--- src/rtl/write_size_adapter.sv ---
// ---------------------------------------------------------------------------------------------
// write_size_adapter
//
// Converts byte/half-word/word writes at any byte alignment into one or two aligned 32-bit word
// writes with big-endian byte lanes. A request is placed MSB-first into a 64-bit window made of
// words {A, A+1}, starting at window byte o = byte_wr_addr[1:0]. If the bytes spill past the
// first word, a second write to A+1 follows in the next cycle. While that second write is still
// pending, wr_ready is held low.
//
// Ports
//   clk           in   single clock, rising edge
//   rst_n         in   synchronous active-low reset
//   byte_wr_addr  in   byte address of the request, any alignment
//   transfer_sz   in   2'b00 word, 2'b01 half-word, 2'b10 byte, 2'b11 invalid
//   wr_data       in   right-justified write data
//   wr_valid      in   request valid
//   wr_ready      out  request accepted when wr_valid & wr_ready
//   word_wr_addr  out  word address to the 32-bit memory
//   word_wr_data  out  word data; disabled lanes are zero
//   word_wr_be    out  byte enables, bit 3 = lane [31:24]
//   word_wr_en    out  memory write strobe
//   err           out  one-cycle error pulse
//
// Configuration macro
//   WSA_ADDR_WRAP_EN  When defined, A+1 wraps from the top word to word 0. When undefined, a
//                     spanning request at the top word writes its first half only and pulses
//                     err alongside that write.
//
// All outputs are registered. Outputs appear one cycle after acceptance.
// ---------------------------------------------------------------------------------------------

module write_size_adapter #(
    parameter int unsigned BYTE_ADDR_WIDTH = 12
) (
    input  logic                       clk,
    input  logic                       rst_n,
    input  logic [BYTE_ADDR_WIDTH-1:0] byte_wr_addr,
    input  logic [1:0]                 transfer_sz,
    input  logic [31:0]                wr_data,
    input  logic                       wr_valid,
    output logic                       wr_ready,
    output logic [BYTE_ADDR_WIDTH-3:0] word_wr_addr,
    output logic [31:0]                word_wr_data,
    output logic [3:0]                 word_wr_be,
    output logic                       word_wr_en,
    output logic                       err
);

    localparam int unsigned WordAddrWidth = BYTE_ADDR_WIDTH - 2;

`ifdef WSA_ADDR_WRAP_EN
    localparam bit AddrWrapEn = 1'b1;
`else
    localparam bit AddrWrapEn = 1'b0;
`endif

    typedef enum logic [1:0] {
        StIdle = 2'b00,
        StWr1  = 2'b01,
        StWr2  = 2'b10
    } state_e;

    // -----------------------------------------------------------------------------------------
    // Registers
    // -----------------------------------------------------------------------------------------
    state_e                   state_q, state_d;
    logic                     span_q, span_d;           // second half pending (only in StWr1)
    logic [WordAddrWidth-1:0] pend_addr_q, pend_addr_d;
    logic [31:0]              pend_data_q, pend_data_d;
    logic [3:0]               pend_be_q, pend_be_d;

    logic                     wr_ready_q, wr_ready_d;
    logic [WordAddrWidth-1:0] addr_q, addr_d;
    logic [31:0]              data_q, data_d;
    logic [3:0]               be_q, be_d;
    logic                     en_q, en_d;
    logic                     err_q, err_d;

    // -----------------------------------------------------------------------------------------
    // Request decode
    // -----------------------------------------------------------------------------------------
    logic [1:0]               req_off;
    logic [WordAddrWidth-1:0] req_word;
    logic [WordAddrWidth-1:0] req_word_next;
    logic [31:0]              req_left;     // data bytes left-justified, MSB first
    logic [3:0]               req_mask;     // lanes occupied by left-justified data
    logic [63:0]              req_win;
    logic [7:0]               req_be8;
    logic                     req_span;
    logic                     req_top;
    logic                     req_invalid;
    logic                     accept;

    assign req_off       = byte_wr_addr[1:0];
    assign req_word      = byte_wr_addr[BYTE_ADDR_WIDTH-1:2];
    // Natural modulo wrap; the no-wrap build blocks the top-word case separately.
    assign req_word_next = req_word + WordAddrWidth'(1);

    always_comb begin
        req_left = 32'h0;
        req_mask = 4'b0000;
        unique case (transfer_sz)
            2'b00: begin
                req_left = wr_data;
                req_mask = 4'b1111;
            end
            2'b01: begin
                req_left = {wr_data[15:0], 16'h0};
                req_mask = 4'b1100;
            end
            2'b10: begin
                req_left = {wr_data[7:0], 24'h0};
                req_mask = 4'b1000;
            end
            default: begin
                req_left = 32'h0;
                req_mask = 4'b0000;
            end
        endcase
    end

    // Shift the left-justified bytes right by o byte lanes across the 64-bit window.
    assign req_win     = {req_left, 32'h0} >> {req_off, 3'b000};
    assign req_be8     = {req_mask, 4'b0000} >> req_off;
    assign req_span    = |req_be8[3:0];
    assign req_top     = &req_word;
    assign req_invalid = (transfer_sz == 2'b11);
    assign accept      = wr_valid & wr_ready_q;

    // -----------------------------------------------------------------------------------------
    // Next-state and output logic
    // -----------------------------------------------------------------------------------------
    always_comb begin
        state_d     = StIdle;
        span_d      = 1'b0;
        pend_addr_d = pend_addr_q;
        pend_data_d = pend_data_q;
        pend_be_d   = pend_be_q;
        wr_ready_d  = 1'b1;
        addr_d      = '0;
        data_d      = 32'h0;
        be_d        = 4'b0000;
        en_d        = 1'b0;
        err_d       = 1'b0;

        if (state_q == StWr1 && span_q) begin
            // wr_ready was low this cycle, so nothing can be accepted here.
            state_d = StWr2;
            addr_d  = pend_addr_q;
            data_d  = pend_data_q;
            be_d    = pend_be_q;
            en_d    = 1'b1;
        end else if (accept) begin
            if (req_invalid) begin
                err_d = 1'b1;
            end else begin
                state_d     = StWr1;
                addr_d      = req_word;
                data_d      = req_win[63:32];
                be_d        = req_be8[7:4];
                en_d        = 1'b1;
                pend_addr_d = req_word_next;
                pend_data_d = req_win[31:0];
                pend_be_d   = req_be8[3:0];
                if (req_span) begin
                    if (AddrWrapEn || !req_top) begin
                        span_d     = 1'b1;
                        wr_ready_d = 1'b0;
                    end else begin
                        // No word beyond the top: drop the second half and flag it.
                        err_d = 1'b1;
                    end
                end
            end
        end
    end

    always_ff @(posedge clk) begin
        if (!rst_n) begin
            state_q     <= StIdle;
            span_q      <= 1'b0;
            pend_addr_q <= '0;
            pend_data_q <= 32'h0;
            pend_be_q   <= 4'b0000;
            wr_ready_q  <= 1'b0;
            addr_q      <= '0;
            data_q      <= 32'h0;
            be_q        <= 4'b0000;
            en_q        <= 1'b0;
            err_q       <= 1'b0;
        end else begin
            state_q     <= state_d;
            span_q      <= span_d;
            pend_addr_q <= pend_addr_d;
            pend_data_q <= pend_data_d;
            pend_be_q   <= pend_be_d;
            wr_ready_q  <= wr_ready_d;
            addr_q      <= addr_d;
            data_q      <= data_d;
            be_q        <= be_d;
            en_q        <= en_d;
            err_q       <= err_d;
        end
    end

    assign wr_ready     = wr_ready_q;
    assign word_wr_addr = addr_q;
    assign word_wr_data = data_q;
    assign word_wr_be   = be_q;
    assign word_wr_en   = en_q;
    assign err          = err_q;

endmodule

--- config.mk ---
export PLATFORM = sky130hd
export DESIGN_NAME = write_size_adapter
export DESIGN_NICKNAME = d
export VERILOG_FILES = /design/src/rtl/write_size_adapter.sv
export SDC_FILE = /design/constraint.sdc
export NUM_CORES = 1
export LEC_CHECK = 0
export ABC_AREA = 1
export CORE_ASPECT_RATIO = 1.5
export CORE_MARGIN = 4
export CORE_UTILIZATION = 25
export CTS_BUF_LIST = sky130_fd_sc_hd__clkbuf_4
export DETAILED_ROUTE_END_ITERATION = 8
export PLACE_DENSITY = 0.56
export SYNTH_ARGS = -nofsm -noshare
export SYNTH_HDL_FRONTEND = slang
export SYNTH_SLANG_ARGS = --single-unit
--- constraint.sdc ---
create_clock -name clk -period 3 [get_ports clk]
set_input_delay 0.6 -clock clk [delete_from_list [all_inputs] [get_ports clk]]
set_output_delay 0.6 -clock clk [all_outputs]
set_load 0.01 [all_outputs]
==> flow_metrics.env, run 1 <==
export IMPL_status="complete, no violations"
export IMPL_area_growth_pct=33.28
export IMPL_grt_pass1_vias=4115
export IMPL_dr_first_iter_drc_count=344
export IMPL_cts_buffer_depth=2
export IMPL_finalNonFillerCells=927
export IMPL_regArea_um2=1782
export IMPL_syn_nets=672
export IMPL_die_h_um=165.8
export IMPL_place_ws_ns=0.5083
export IMPL_clock_latency_ns=0.47
export IMPL_clk_pin_slew_ns=0.14
export IMPL_intPower_mw=1.768
export IMPL_combPwrFrac_pct=14.1
export IMPL_slew_viol_final=0
export IMPL_antenna_found_initial=1
export IMPL_placementRows=57
export IMPL_p_per_area_nw_per_um2=437.5
export IMPL_drive_gt1_share_pct=6.389
export IMPL_cp_start_kind="input pin"
export IMPL_hold_viol_final=0
export IMPL_yosys_top_cells_area="dfxtp_1 43%, nand2_1 21%, nand3_1 7.2%"
export IMPL_crit_type="in2reg"
export IMPL_dieArea_um2=18770
export IMPL_yosys_area_top_type="dfxtp_1"
export IMPL_layout_nets=765
export IMPL_sequentialPowerShare_pct=50.3
export IMPL_vias=4244
export IMPL_critical_path_peak_fanout=12
export IMPL_fillers=1841
export IMPL_swShare_pct=26.94
export IMPL_finalClockSkew_ns=0.01943
export IMPL_ys_ff_latch=89
export IMPL_p_clk_share_pct=35.6
export IMPL_netlist_area_leader_share_pct=42.93
export IMPL_ys_warn_count=0
export IMPL_p_leak_nw=2.333
export IMPL_grt_ovfl_total=0
export IMPL_fmax_mhz=493.3
export IMPL_totalWireLength_um=13710
export IMPL_dp_cells=910
export IMPL_power_switching_mw=0.6520
export IMPL_peakVddDrop_mv=0.2355
export IMPL_setup_viol=0
export IMPL_syn_area_per_cell_um2=6.672
export IMPL_cts_buffers=9
export IMPL_cpPeakStageDelay_ns=0.58
export IMPL_fin_util_pct=34.02
export IMPL_critPathLaunch="transfer_sz[1]"
export IMPL_start_util_pct=25.52
export IMPL_wl_per_cell_um=14.79
export IMPL_io_buffers=97
export IMPL_first_pass_iters=5
export IMPL_routed_via_density=4.578
export IMPL_tightestPinTransition_ns=0.5743
export IMPL_cts_sinks=89
export IMPL_grt_pass1_wl_um=21730
export IMPL_crit_required_ns=3.40
export IMPL_core_area_um2=16260
export IMPL_dp_hpwl_um=10190
export IMPL_timing_rr_start="wr_ready$_SDFF_PN0_"
export IMPL_crit_path_top_delay_cell="clkdlybuf4s50_1"
export IMPL_place_congestion=0.8583
export IMPL_crit_path_end_kind="flop"
export IMPL_cts_setup_buffers=0
export IMPL_antenna_left=0
export IMPL_crit_chain="clkdlybuf4s50_1, inv_1, nor2_2, nand2_1, nand3_1, nand2_1, nor2_1, nor2_1, nor2_1"
export IMPL_min_delay_start="pend_data_q[16]$_SDFFE_PN0P_"
export IMPL_timing_final_ws_setup_ns=0.9729
export IMPL_hold_buffers=0
export IMPL_worst_ep_arrival_time_ns=2.43
export IMPL_slew_headroom_pct=61.67
export IMPL_yosysSeqAreaShare_pct=42.93
export IMPL_post_cts_resized=0
export IMPL_grt_usage_pct=14.53
export IMPL_multi_input_area_um2=2073
export IMPL_finalPower_mw=2.420
export IMPL_clock_root_buffer="clkbuf_4"
export IMPL_die_w_um=113.2
export IMPL_period_needed_ns=2.027
export IMPL_worstHoldPathType="reg2reg"
export IMPL_final_setup_tns_ns=0
export IMPL_cp_common_cell="nor2_1"
export IMPL_rsz0062_at_grt="false"
export IMPL_htreeDepth=3
export IMPL_fin_crit_sh_pct=67.57
export IMPL_drc=0
export IMPL_cts_tree="built"
export IMPL_synth_cell_types=32
export IMPL_r2r_slack_ns=1.32
export IMPL_cap_violations=0
export IMPL_grt_max_degree=41
export IMPL_syn_area_um2=4150
export IMPL_ioPinCount=98
export IMPL_netlist_instances=622
## sequential cells by signal, summed over array words and instances, names as in the netlist
| signal | flops |
|---|---|
| err | 1 |
| pend_addr_q | 10 |
| pend_be_q | 3 |
| pend_data_q | 24 |
| span_q | 1 |
| state_q | 2 |
| word_wr_addr | 10 |
| word_wr_be | 4 |
| word_wr_data | 32 |
| word_wr_en | 1 |
| wr_ready | 1 |
## cell usage after synthesis
master,n
a211oi_1,1
a21boi_0,1
a21oi_1,30
a22o_1,2
a22oi_1,1
and2_1,6
buf_1,1
buf_2,16
buf_4,7
buf_6,1
clkbuf_1,6
clkinv_1,1
dfxtp_1,89
ha_1,1
inv_1,29
inv_2,4
nand2_1,230
nand3_1,60
nand3_2,2
nand3_4,1
nand3b_1,1
nand4_1,3
nor2_1,69
nor2_2,5
nor2_4,1
nor3_1,2
nor3_4,1
o21ai_0,41
o21ai_1,4
o22ai_1,1
xnor2_1,1
xor2_1,4
## logic make-up (layout without fill, tap and decap cells)
group,after synthesis,after routing,share of synthesized area [%]
buffers and inverters,65,163,7.175
AOI/OAI and AO/OA,81,81,10.16
and+or+nand+nor,381,381,38.38
adders and majority gates,1,1,0.3014
other,0,1,0
xor gates and xnor gates,5,5,1.055
DFF,89,89,42.93
## cell type report
type,count,area share (%)
clock buffer,9,1.221
inverter,34,2.307
timing repair buffer,113,19.95
tap,206,4.660
clock inverter,7,2.126
multi-input combinational,468,37.48
sequential,89,32.21
antenna,1,0.04524
## per-stage QoR
stage / hold slack, ns / cell area [µm²]
after floorplan: 0.4231 / 4150
after CTS: 0.4644 / 5529
final: 0.4635 / 5532
after detailed placement: 0.4438 / 5344
after global placement: 0.4391 / 5344
after global routing: 0.4831 / 5532
## worst max-delay path: cells and delay by family
kind	cells	cell delay (ns)
buffers and inverters	2	0.81
and+or+nand+nor	7	1.00
## placed cells by master, fill, tap and decap left out, types with 6 or more instances in the layout
cell / netlist / routed
inv_1: 29 / 29
nand3_1: 60 / 60
buf_4: 7 / 15
nand2_1: 230 / 230
clkbuf_4: 0 / 9
clkdlybuf4s50_1: 0 / 97
dfxtp_1: 89 / 89
o21ai_0: 41 / 41
nor2_1: 69 / 68
nor2_2: 5 / 6
a21oi_1: 30 / 30
and2_1: 6 / 6
## routing by layer
| metal | up-vias | wire, µm | track usage, % |
|---|---|---|---|
| li1 | 2168 | - | - |
| met1 | 1938 | 5996 | 18.07 |
| met2 | 114 | 6706 | 24.17 |
| met3 | 24 | 633 | 3.099 |
| met4 | 0 | 371 | 6.015 |
| met5 | - | 0 | 0 |
## power groups by stage
stage          combinational (mW)  sequential [mW]  clock [mW]
6_report                    0.341             1.22       0.863
5_1_grt                     0.376             1.22       0.918
4_1_cts                     0.341             1.22       0.887
3_5_place_dp                0.340             1.24           0
3_3_place_gp                0.340             1.24           0
2_1_floorplan               0.171             1.25           0
## final timing paths
| kind | end | cells after the start |
|---|---|---|
| worst max-delay path | word_wr_data[10]$_SDFF_PN0_ | 9 |
| worst min-delay path | word_wr_data[16]$_SDFF_PN0_ | 2 |
| worst max register to register | pend_data_q[26]$_SDFFE_PN0P_ | 7 |
| worst min register to register | word_wr_data[16]$_SDFF_PN0_ | 2 |
No activity file was read; power rests on OpenSTA's default activity.
==> inputs of run 2 (changes only) <==
==> constraint.sdc (replaced) <==
create_clock -name clk -period 2.11 [get_ports clk]
set_input_delay 0.422 -clock clk [delete_from_list [all_inputs] [get_ports clk]]
set_output_delay 0.422 -clock clk [all_outputs]
set_load 0.01 [all_outputs]
==> flow_metrics.env, run 2 (synthesis gave the netlist of run 1 again) <==
export IMPL_cpPeakStageDelay_ns=0.55
export IMPL_p_leak_nw=2.416
export IMPL_cts_buffer_depth=2
export IMPL_tightestPinTransition_ns=0.5500
export IMPL_crit_path_end_kind="output port"
export IMPL_finalClockSkew_ns=0.01725
export IMPL_vias=4278
export IMPL_cts_sinks=89
export IMPL_clk_pin_slew_ns=0.14
export IMPL_area_growth_pct=36.06
export IMPL_htreeDepth=3
export IMPL_grt_usage_pct=14.99
export IMPL_fin_crit_sh_pct=85.52
export IMPL_dieArea_um2=18770
export IMPL_dp_cells=925
export IMPL_cp_top_family="buffers and inverters"
export IMPL_hold_slack_ns=0.4582
export IMPL_mostFrequentLayoutCell="nand2_1"
export IMPL_largest_reg_flops=32
export IMPL_r2r_slack_ns=0.58
export IMPL_first_pass_iters=7
export IMPL_final_cell_mix="230 x nand2_1, 97 x clkdlybuf4s50_1, 89 x dfxtp_1, 68 x nor2_1, 60 x nand3_1"
export IMPL_wl_per_cell_um=14.80
export IMPL_grt_pass1_vias=4174
export IMPL_die_w_um=113.2
export IMPL_cap_violations=0
export IMPL_hold_path_depth=2
export IMPL_min_delay_start="pend_data_q[22]$_SDFFE_PN0P_"
export IMPL_setup_viol=0
export IMPL_hold_viol_final=0
export IMPL_hold_buffers=0
export IMPL_grt_pass1_wl_um=22440
export IMPL_cts_setup_buffers=0
export IMPL_antenna_left=0
export IMPL_ioPinCount=98
export IMPL_reg2regPathDepth=8
export IMPL_dp_hpwl_um=10420
export IMPL_clock_latency_ns=0.45
export IMPL_slew_viol_final=0
export IMPL_cts_buffers=9
export IMPL_cp_start_kind="flop"
export IMPL_layout_nets=780
export IMPL_cp_depth=1
export IMPL_start_util_pct=25.52
export IMPL_place_congestion=0.9065
export IMPL_status="complete, no violations"
export IMPL_worst_ep_arrival_time_ns=1.38
export IMPL_post_cts_resized=0
export IMPL_rsz0062_at_grt="false"
export IMPL_routed_via_density=4.546
export IMPL_peakVddDrop_mv=0.2298
export IMPL_crit_path_top_delay_cell="clkdlybuf4s50_1"
export IMPL_crit_chain="clkdlybuf4s50_1"
export IMPL_p_per_area_nw_per_um2=606.0
export IMPL_antenna_found_initial=1
export IMPL_worstHoldPathType="reg2reg"
export IMPL_slew_headroom_pct=63.29
export IMPL_fillers=1803
export IMPL_cts_tree="built"
export IMPL_totalWireLength_um=13930
export IMPL_timing_rr_start="wr_ready$_SDFF_PN0_"
export IMPL_placementRows=57
export IMPL_hold_path_end="word_wr_data[22]$_SDFF_PN0_"
export IMPL_dr_first_iter_drc_count=258
export IMPL_fmax_mhz=554.2
export IMPL_path_buf_inv=1
export IMPL_crit_required_ns=1.69
export IMPL_drive_gt1_share_pct=8.311
export IMPL_die_h_um=165.8
export IMPL_rr_endpoint="word_wr_data[12]$_SDFF_PN0_"
export IMPL_drc=0
export IMPL_clock_root_buffer="clkbuf_4"
export IMPL_finalInstanceArea_um2=5647
export IMPL_place_area_um2=5469
export IMPL_fin_util_pct=34.73
export IMPL_grt_max_degree=38
export IMPL_period_needed_ns=1.804
export IMPL_finalNonFillerCells=941
export IMPL_critical_path_peak_fanout=1
export IMPL_crit_type="reg2out"
export IMPL_io_buffers=97
export IMPL_grt_ovfl_total=0
export IMPL_core_area_um2=16260
run 2: cell type report:
type                            instances  area [µm²]  area share, %
Antenna cell                            1       2.502        0.04432
Clock buffer                            9       67.56          1.197
Clock inverter                          6       107.6          1.906
Inverter                               34       127.6          2.260
Multi-Input combinational cell        468        2073          36.72
Sequential cell                        89        1782          31.55
Tap cell                              206       257.7          4.565
Timing Repair Buffer                  128        1229          21.76
run 2: power breakdown:
part	internal (mW)	switching (mW)	leakage, nW
registers	1.72	0.0147	0.721
clock network	0.589	0.592	0.0918
logic	0.214	0.296	1.60
total	2.52	0.902	2.42
run 2: stage by stage:
stage	power (mW)	worst slack [ns]	setup TNS (ns)
after floorplan	2.015	0.7989	0
after global placement	2.277	-0.006188	-0.006188
after detailed placement	2.274	-0.06713	-0.6067
after CTS	3.455	0.2707	0
after global routing	3.574	0.2096	0
final	3.422	0.3056	0
run 2: worst max-delay path by stage:
stage                             start                      endpoint  slack, ns
2_1_floorplan                  wr_valid  pend_data_q[14]$_SDFFE_PN0P_       0.80
3_3_place_gp             transfer_sz[1]    word_wr_data[0]$_SDFF_PP0_     -0.006
3_5_place_dp             transfer_sz[1]    word_wr_data[0]$_SDFF_PP0_      -0.07
4_1_cts        word_wr_be[1]$_SDFF_PN0_                 word_wr_be[1]       0.27
5_1_grt                  transfer_sz[1]    word_wr_data[0]$_SDFF_PP0_       0.21
6_report       word_wr_be[1]$_SDFF_PN0_                 word_wr_be[1]       0.31
run 2: metal layers:
layer	up-vias	part of all wire [%]	wire [µm]	global-route usage, %
met2	138	49	6846	25.13
met4	0	2.7	372	5.858
met5	-	0	0	0
li1	2193	-	-	-
met3	26	4.8	673	2.224
met1	1921	43	6034	19.22
